### src/rtl/dom_fault_collect_d1.sv
// Collector for a DOM-indep AND gadget: captures the output shares and a sticky fault alarm, with a valid/ready output.
// Optional share refresh with port_r is compiled in when DOM_REFRESH_EN is defined.
module dom_fault_collect_d1 #(
    parameter int CNT_W = 4
) (
    input  logic             clk,
    input  logic             rst_n,
    input  logic             in_valid,
    output logic             in_ready,
    input  logic [1:0]       port_c,
    input  logic             port_f,
    input  logic             port_r,
    output logic             out_valid,
    input  logic             out_ready,
    output logic [1:0]       out_c,
    output logic             alarm,
    input  logic             clear_alarm,
    output logic [CNT_W-1:0] fault_cnt
);

    typedef enum logic [1:0] {IDLE, HOLD, ALARM} state_t;

    state_t state, state_nxt;
    logic   accept;
    logic   r_bit;

`ifdef DOM_REFRESH_EN
    assign r_bit = port_r;
`else
    logic unused_port_r;
    assign unused_port_r = port_r;
    assign r_bit = 1'b0;
`endif

    function automatic logic [CNT_W-1:0] sat_inc(input logic [CNT_W-1:0] v);
        if (&v) return v;
        return v + 1'b1;
    endfunction

    always_ff @(posedge clk or negedge rst_n) begin
        if (!rst_n) state <= IDLE;
        else        state <= state_nxt;
    end

    always_comb begin
        state_nxt = state;
        in_ready  = 1'b0;
        case (state)
            IDLE:    in_ready = 1'b1;
            HOLD:    in_ready = out_ready;
            default: in_ready = 1'b0;
        endcase
        accept = in_valid & in_ready;
        if (accept)                                state_nxt = port_f ? ALARM : HOLD;
        else if (state == HOLD && out_ready)       state_nxt = IDLE;
        else if (state == ALARM && clear_alarm)    state_nxt = IDLE;
    end

    // Each share is masked on its own; the two shares never meet in logic here.
    always_ff @(posedge clk or negedge rst_n) begin
        if (!rst_n) begin
            out_valid <= 1'b0;
            alarm     <= 1'b0;
            out_c     <= 2'b00;
            fault_cnt <= '0;
        end else begin
            out_valid <= (state_nxt == HOLD);
            alarm     <= (state_nxt == ALARM);
            if (accept) begin
                if (port_f) begin
                    out_c     <= 2'b00;
                    fault_cnt <= sat_inc(fault_cnt);
                end else begin
                    out_c[0] <= port_c[0] ^ r_bit;
                    out_c[1] <= port_c[1] ^ r_bit;
                end
            end
        end
    end

endmodule
### config.mk
export PLATFORM = sky130hd
export DESIGN_NAME = dom_fault_collect_d1
export DESIGN_NICKNAME = d
export VERILOG_FILES = /design/src/rtl/dom_fault_collect_d1.sv
export SDC_FILE = /design/constraint.sdc
export NUM_CORES = 1
export LEC_CHECK = 0
export CORE_AREA = 2 2 39 41
export DETAILED_ROUTE_END_ITERATION = 12
export DIE_AREA = 0 0 41 43
export PLACE_DENSITY = 0.75
export SETUP_SLACK_MARGIN = 0.3
export SLEW_MARGIN = 30
export SYNTH_ARGS = -nofsm -noshare
export SYNTH_HDL_FRONTEND = slang
export SYNTH_SLANG_ARGS = --single-unit
### constraint.sdc
create_clock -name clk -period 2.15 [get_ports clk]
set_clock_uncertainty 0.05 [all_clocks]
set_input_delay 0.43 -clock clk [delete_from_list [all_inputs] [get_ports clk]]
set_output_delay 0.43 -clock clk [all_outputs]
set_load 0.03 [all_outputs]
==> flow_metrics.py <==
metrics = {
    "synth": {
        "synthTopCellsByCount": "10 x dfrtp_1, 5 x o21ai_0, 4 x inv_1, 4 x nand2b_1",
        "synth-edff-count": 0,
        "ys_types": 20,
        "syn-cell-area_um2": 493,
        "yosys.area.top_type_share": 0.508,
        "synthFlopType": "dfrtp_1",
        "async_reset_ff_frac": 1.00,
        "ys_top_cells_by_area": "dfrtp_1 51%, nand2b_1 5.1%, o21ai_0 5.1%, mux2_1 4.6%, o41ai_1 3.6%",
        "synth.most_common_cell": "dfrtp_1",
        "syn_avg_cell_area_um2": 11.2,
        "ys_seq_area_frac": 0.508,
        "yosysTopAreaCell": "dfrtp_1",
        "yosysWarningCount": 0,
        "syn_nets": 54,
        "netlist_instances": 44,
        "synth-seq-cells": 10,
    },
    "power_and_ir_drop": {
        "power.leakage_nw": 0.343,
        "power.density_nw_per_um2": 1410,
        "peakVddDrop_uv": 522,
        "p_total_uw": 998,
    },
    "floorplan": {
        "coreArea_um2": 1380,
        "initial_core_util": 0.356,
        "die_y_um": 43,
        "ioPinCount": 18,
        "std_cell_rows": 14,
        "die_area_um2": 1760,
        "die_w_um": 41,
    },
    "global_route": {
        "grt-ovfl-total": 0,
        "antenna_found_initial": 0,
        "grt_usage": 0.144,
        "first_global_vias": 407,
        "grt_pass1_wl_um": 1650,
        "grt_start_max_net_pins": 11,
    },
    "critical_path": {
        "critical_path_arrival_ns": 1.28,
        "startpoint_type": "register",
        "worstReg2RegEnd": "fault_cnt[3]",
        "criticalPathCategory": "reg2out",
        "crit_end": "out_c[0]",
        "worst-path-buf-inv": 1,
        "r2r_slack_ns": 0.71,
        "required_ns": 1.67,
        "crit_cells": 1,
        "cpLargestDelayFamily": "buffers and inverters",
        "crit_chain": "clkdlybuf4s50_1",
        "slowest_stage": "clkdlybuf4s50_1",
        "endpoint_kind": "output pin",
        "max_stage_delay_ns": 0.67,
        "rr_worst_depth": 4,
        "cp_max_fo": 2,
        "cp-startpoint": "out_c[0]",
        "r2r-start": "state[0]",
    },
    "timing": {
        "worstMarginPinSlew_ns": 0.456,
        "slew_violations": 0,
        "fin_tns_setup_ns": 0,
        "slew_headroom": 0.695,
        "rsz0062_at_grt": "no",
        "period_share": 0.818,
        "final_hold_viol_count": 0,
        "setup_violations": 0,
        "max_freq_mhz": 568,
        "period_minus_slack_ns": 1.76,
    },
    "cts": {
        "clock_path_buffers": 2,
        "clockRootBuffer": "clkbuf_4",
        "clkSinkCount": 10,
        "clk_latency_ns": 0.27,
        "cts.reportedPaths.clkPinSlew_ns": 0.06,
        "cts_buffers": 3,
        "cts.htree.levels": 1,
        "cts_tree": "built",
        "postCtsHoldBufs": 0,
    },
    "job": {
        "cap_viol_max_count": 0,
    },
    "run_status": {
        "outcome": "complete, no violations",
    },
    "placement": {
        "dp_hpwl_um": 718,
        "gp_congestion": 0.737,
        "io_buffers": 16,
    },
    "route": {
        "first_pass_iters": 2,
        "drtAntennaViolNets": 0,
        "drt_iter0_drc": 4,
        "viasPerCell": 4.90,
        "drt_wl_total_um": 970,
        "vias": 392,
        "routedWlPerCell_um": 12.1,
        "drcViolationCount": 0,
    },
    "cells_and_area": {
        "post-route-util": 0.511,
        "drive_gt1_frac": 0.172,
        "fillCellCount": 128,
        "nets": 76,
        "area_growth_pct": 43.4,
        "diodes": 0,
    },
    "hold_path": {
        "hold_class": "in2async",
    },
}
-- layout by cell type (no fill, tap or decap), drive strengths merged, types with 3 or more instances in the layout --
cell           Yosys  layout
o21ai              5       5
mux2               3       3
dlymetal6s2s       0       3
inv                4       4
nand2b             5       5
clkdlybuf4s50      0      10
clkbuf             0       3
dfrtp             10      10
nand4              3       3
-- worst min-delay path by stage --
stage,cells past startpoint,to,from
6_report,1,out_c[0],rst_n
4_1_cts,1,fault_cnt[3],rst_n
5_1_grt,1,fault_cnt[3],rst_n
3_3_place_gp,2,out_c[0],out_c[0]
3_5_place_dp,2,out_c[0],out_c[0]
2_1_floorplan,0,alarm,rst_n
-- state kept, by name, indices dropped and copies added (netlist names) --
name	cells
out_c	2
out_valid	1
alarm	1
state	2
fault_cnt	4
-- per-layer routing --
layer | vias to the layer above | routed length [µm] | global-route usage | share of wire
met3 | 5 | 48 | 0.0157 | 0.049
li1 | 194 | - | - | -
met5 | - | 0 | 0 | 0
met1 | 178 | 388 | 0.154 | 0.40
met4 | 0 | 53 | 0.147 | 0.055
met2 | 15 | 479 | 0.222 | 0.49
-- cell type report --
type / count / area, µm² / share of cell area
Sequential cell: 10 / 250 / 0.354
Multi-Input combinational cell: 30 / 229 / 0.324
Timing Repair Buffer: 17 / 170 / 0.241
Clock buffer: 3 / 22.5 / 0.0319
Tap cell: 16 / 20.0 / 0.0283
Inverter: 4 / 15.0 / 0.0212
-- power by group --
group	internal, mW	switching, mW	leakage [nW]	total (mW)
Clock	0.0648	0.0653	0.0138	0.130
Sequential	0.274	0.0786	0.125	0.353
Combinational	0.231	0.284	0.204	0.515
Total	0.570	0.428	0.343	0.998
-- logic make-up (layout without fill, tap and decap cells) --
kind of cell	Yosys count	after routing	synth area share
AO/OA/AOI/OAI	8	8	0.102
buffers and inverters	4	24	0.0304
flip-flops	10	10	0.508
adder cells (fa/ha/maj)	1	1	0.0254
XOR/XNOR	1	1	0.0178
multiplexers	3	3	0.0761
AND/OR/NAND/NOR	17	17	0.241
-- per-stage QoR --
stage / hold WS [ns] / worst slack [ns] / instances / cell area, µm²
floorplan: 0.0844 / 0.611 / 44 / 493
global placement: 0.431 / 0.225 / 76 / 671
detailed placement: 0.448 / 0.215 / 76 / 671
CTS: 0.445 / 0.307 / 80 / 699
global route: 0.469 / 0.336 / 80 / 707
finish: 0.424 / 0.390 / 80 / 707
-- what timing repair did --
item	4_1_cts	5_1_grt
setup buffers	1	0
gates resized for setup	3	3
endpoints found under the setup margin	2	3
(Power assumes the default switching activity.)
